$ cat config.mk
export PLATFORM = sky130hd
export DESIGN_NAME = encoder_83
export DESIGN_NICKNAME = d
export VERILOG_FILES = /design/src/rtl/encoder_83_pkg.sv /design/src/rtl/prio_enc_83.sv /design/src/rtl/encoder_83.sv
export SDC_FILE = /design/constraint.sdc
export NUM_CORES = 1
export LEC_CHECK = 0
export ABC_AREA = 1
export CORE_ASPECT_RATIO = 0.9
export CORE_MARGIN = 2
export CORE_UTILIZATION = 50
export DETAILED_ROUTE_END_ITERATION = 12
export PLACE_DENSITY = 0.78
export SLEW_MARGIN = 40
export SYNTH_ARGS = -nofsm -noshare
export SYNTH_HDL_FRONTEND = slang
export SYNTH_SLANG_ARGS = --single-unit
$ cat constraint.sdc
create_clock -name clk_i -period 1.87 [get_ports clk_i]
set_input_delay 0.561 -clock clk_i [delete_from_list [all_inputs] [get_ports clk_i]]
set_output_delay 0.561 -clock clk_i [all_outputs]
set_load 0.01 [all_outputs]
$ cat src/rtl/encoder_83_pkg.sv
// encoder_83 shared types and constants.
// FSM state, enable pattern, widths, bit-mask helper.
package encoder_83_pkg;

  localparam int REQ_W = 8;
  localparam int IDX_W = 3;

  localparam logic [2:0] EN_ACTIVE = 3'b100;

  // One-hot encoding so that corrupted
  // values are detectable and recoverable.
  typedef enum logic [1:0] {
    IDLE  = 2'b01,
    SERVE = 2'b10
  } state_t;

  function automatic logic [REQ_W-1:0] bit_mask(
    input logic [IDX_W-1:0] idx
  );
    return REQ_W'(1) << idx;
  endfunction

endpackage

$ cat src/rtl/prio_enc_83.sv
// 8-to-3 highest-set-bit encoder (bit 7 wins).
// req: request lines; idx: winning index; any: some bit set.
module prio_enc_83
  import encoder_83_pkg::*;
(
  input  logic [REQ_W-1:0] req,
  output logic [IDX_W-1:0] idx,
  output logic             any
);

  always_comb begin
    idx = '0;
    for (int i = 0; i < REQ_W; i++) begin
      if (req[i]) idx = IDX_W'(i);
    end
  end

  assign any = |req;

endmodule

$ cat src/rtl/encoder_83.sv
// Snapshot priority encoder with ack-driven service.
// clk_i/rst_n_i; en_i, data_i, ack_i in; data_o, valid_o, busy_o out.
module encoder_83
  import encoder_83_pkg::*;
(
  input  logic             clk_i,
  input  logic             rst_n_i,
  input  logic [2:0]       en_i,
  input  logic [REQ_W-1:0] data_i,
  input  logic             ack_i,
  output logic [IDX_W-1:0] data_o,
  output logic             valid_o,
  output logic             busy_o
);

  state_t           state_q;
  state_t           state_d;
  logic [REQ_W-1:0] pend_q;
  logic [REQ_W-1:0] pend_d;
  logic [IDX_W-1:0] idx_d;
  logic             valid_d;
  logic             busy_d;

  logic             en_ok;
  logic [REQ_W-1:0] pend_rem;
  logic [IDX_W-1:0] rem_idx;
  logic             rem_any;
  logic [IDX_W-1:0] in_idx;
  logic             in_any;

  assign en_ok = (en_i == EN_ACTIVE);

  // data_o already holds the bit being
  // served, so encoding pend with that
  // bit removed yields the next index.
  assign pend_rem = pend_q & ~bit_mask(data_o);

  prio_enc_83 u_pend_enc (
    .req (pend_rem),
    .idx (rem_idx),
    .any (rem_any)
  );

  prio_enc_83 u_in_enc (
    .req (data_i),
    .idx (in_idx),
    .any (in_any)
  );

  always_comb begin
    state_d = state_q;
    pend_d  = pend_q;
    idx_d   = data_o;
    valid_d = valid_o;
    busy_d  = busy_o;
    unique case (state_q)
      IDLE: begin
        pend_d  = '0;
        idx_d   = '0;
        valid_d = 1'b0;
        busy_d  = 1'b0;
        if (en_ok && in_any) begin
          state_d = SERVE;
          pend_d  = data_i;
          idx_d   = in_idx;
          valid_d = 1'b1;
          busy_d  = 1'b1;
        end
      end
      SERVE: begin
        if (!en_ok) begin
          state_d = IDLE;
          pend_d  = '0;
          idx_d   = '0;
          valid_d = 1'b0;
          busy_d  = 1'b0;
        end else if (ack_i) begin
          pend_d = pend_rem;
          if (rem_any) begin
            idx_d = rem_idx;
          end else begin
            state_d = IDLE;
            idx_d   = '0;
            valid_d = 1'b0;
            busy_d  = 1'b0;
          end
        end
      end
      default: begin
        state_d = IDLE;
        pend_d  = '0;
        idx_d   = '0;
        valid_d = 1'b0;
        busy_d  = 1'b0;
      end
    endcase
  end

  always_ff @(posedge clk_i or negedge rst_n_i) begin
    if (!rst_n_i) begin
      state_q <= IDLE;
      pend_q  <= '0;
      data_o  <= '0;
      valid_o <= 1'b0;
      busy_o  <= 1'b0;
    end else begin
      state_q <= state_d;
      pend_q  <= pend_d;
      data_o  <= idx_d;
      valid_o <= valid_d;
      busy_o  <= busy_d;
    end
  end

endmodule

==> metrics.txt, run 1 <==
status=completed; input/output buffers=18; Core Util, Final=0.795; Psw=0.350 mW; Num CTS Buffers=3; post-DR wirelength/cell=14.3 um; CP max FO=6; ant diodes=0; initial core utilization=0.544; Design Power=0.972 mW; # IOs=19; synth unique cells=20; iteration count of the initial detailed-routing pass=4; height of the die=45.0 um; clock skew=0.00658 ns; hold path endpoint=state_q[0]; Slew headroom=0.814; fin crit period=1.82 ns; CTS Sinks=14; routability cong.=0.899; register area=353 sq um; Max VDD drop=0.609 mV; drt first-iter violations=41; Die W=49.5 um; Synthesized Nets=145; Worst path max stage delay=0.55 ns; Reg clk slew, reported paths=0.09 ns; Total GRT Usage=0.293; CP max-delay cell=clkdlybuf4s50_1; Final Hold Vio Count=0; FF+latch count, synth=14; Worst Path Arrival=1.26 ns; Max-cap violations=0; sequential share of power=0.373; DP HPWL=2110 um; reg-to-reg endpoint=busy_o; Pleak=0.680 nW; crit path kind=reg2out; share of cells above drive strength 1=0.287; Clock Latency Late Sink=0.29 ns; fin crit share=0.972; Via density=5.52; Clk pwr share=0.231; Logic pwr share=0.396; r2r setup slk=0.20 ns; initial antenna violation count=0; Clock Path Buffers=2; Final WS setup=0.0524 ns; Tightest Pin Transition=0.278 ns; grt total ovfl=0; WP data required=1.31 ns; vias post-DR=1076; crit path cell chain=clkdlybuf4s50_1; Mapped Cells=129; fmax=0.550 GHz; hold crit path type=reg2reg; # nets final=188; setup slack at placement=-0.511 ns; FP Rows=14; Worst Hold Launch=state_q[0]; Slew Viols, Final=0; global-route wire length before repair=4790 um; worst hold slack=0.499 ns; H-tree levels=1; Worst Hold Path Cells=2; crit path launch=data_o[0]; Worst setup EP type=primary output; die area=2230 sq um; final WL=2800 um; Post-route DRC=0; switching share of power=0.360; Sum Neg Setup Slack=0 ns; largest net degree at the start of global routing=15; CTS tree=yes; root buffer cell=clkbuf_4; worst r2r path cells=9; Worst path top cell family by delay=buffers and inverters; post-synthesis sequential area ratio=0.377; Ys Warns=0; internal power=0.622 mW; reg-to-reg startpoint=data_o[2]; crit path buf inv count=1; post-synthesis area per instance=7.24 sq um; power per standard cell area=712 nW/um^2; Startpoint Class=flip-flop; vias in the first global route=1109; Fill cells=130; area of the multi-input gates=527 sq um; ANT nets after route=0; RSZ-0062 raised after global routing=true; Synth area leaders=dfrtp_1, nand2_1, o21ai_0; Post-Syn Area=933 sq um; Yosys top cell area share=0.349; Layout area overhead=46.2%; Core ar.=1720 sq um; Final setup viols=0; leading area contributor after synthesis=dfrtp_1
-- cell usage in the layout (no fill, tap or decap) --
cell and count:
a21oi_1 3, a21oi_4 1, a22o_1 7, buf_4 24
clkbuf_4 3, clkbuf_8 1, clkdlybuf4s50_1 18, dfrtp_1 12
dfrtp_2 1, dfstp_2 1, ha_1 2, inv_1 12
inv_2 2, inv_4 1, nand2_1 42, nand2_2 3
nand3_1 6, nand3_2 1, nor2_1 4, nor2_2 3
nor2_4 3, o21ai_0 13, o21ai_1 2, o21ai_2 5
o22ai_1 1
-- sequential cells by signal, summed over array words and instances (netlist names) --
register and cells:
state_q 2, busy_o 1, data_o 3, pend_q 8
-- worst max path at each step --
stage / endpoint / slack (ns) / cells after the start
6_report: data_o[0] / 0.05 / 1
5_1_grt: pend_q[6] / -0.03 / 8
4_1_cts: data_o[0] / 0.006 / 1
3_5_place_dp: pend_q[7] / -0.51 / 7
3_3_place_gp: pend_q[7] / -0.29 / 7
2_1_floorplan: pend_q[0] / 0.32 / 8
-- cell families (layout without fill, tap and decap cells) --
kind of cell | after synthesis | after routing | synth area share
flops | 14 | 14 | 0.377
buf+inv | 19 | 61 | 0.0845
compound gates | 32 | 32 | 0.229
fa+ha+maj | 2 | 2 | 0.0268
simple gates | 62 | 62 | 0.283
-- layer usage --
metal / wire, um / GRT usage / share of wire
met1: 1100 / 0.316 / 0.39
met2: 1450 / 0.531 / 0.52
met3: 168 / 0.0894 / 0.060
met4: 77 / 0.144 / 0.028
met5: 0 / 0 / 0
-- cell type report --
| type | count | area share |
|---|---|---|
| Multi-Input combinational cell | 96 | 0.386 |
| Timing Repair Buffer | 42 | 0.264 |
| Sequential cell | 14 | 0.258 |
| Inverter | 15 | 0.0431 |
| Clock buffer | 4 | 0.0266 |
| Tap cell | 24 | 0.0220 |
-- synth_stat cells (all sizes together) --
master	n
buf	4
nand2	45
nor2	10
o21ai	20
a22o	7
ha	2
inv	15
dfrtp	13
o22ai	1
dfstp	1
a21oi	4
nand3	7
-- through the flow --
stage | std cells | area (sq um)
after detailed placement | 188 | 1280
after global placement | 188 | 1280
after floorplan | 129 | 933
final | 195 | 1370
after global routing | 195 | 1370
after CTS | 193 | 1330
-- power groups by stage --
| stage | Combinational [mW] | Clock [mW] | Sequential [mW] |
|---|---|---|---|
| after global placement | 0.333 | 0 | 0.368 |
| after floorplan | 0.198 | 0 | 0.367 |
| after CTS | 0.366 | 0.229 | 0.362 |
| final | 0.385 | 0.224 | 0.362 |
| after global routing | 0.429 | 0.243 | 0.366 |
| after detailed placement | 0.350 | 0 | 0.369 |
-- timing repair --
action                     in CTS  in global routing
gates resized for setup         3                  7
hold buffers                    0                  0
setup endpoints to repair      14                 14
pin swaps                       0                  4
buffers inserted                1                  2
(Power assumes the default switching activity.)
==> inputs of run 2 (changes only) <==
CAP_MARGIN = 20   (was not set)
==> results of run 2 <==
The final DEF is identical to that of run 1; final timing and power are the same.
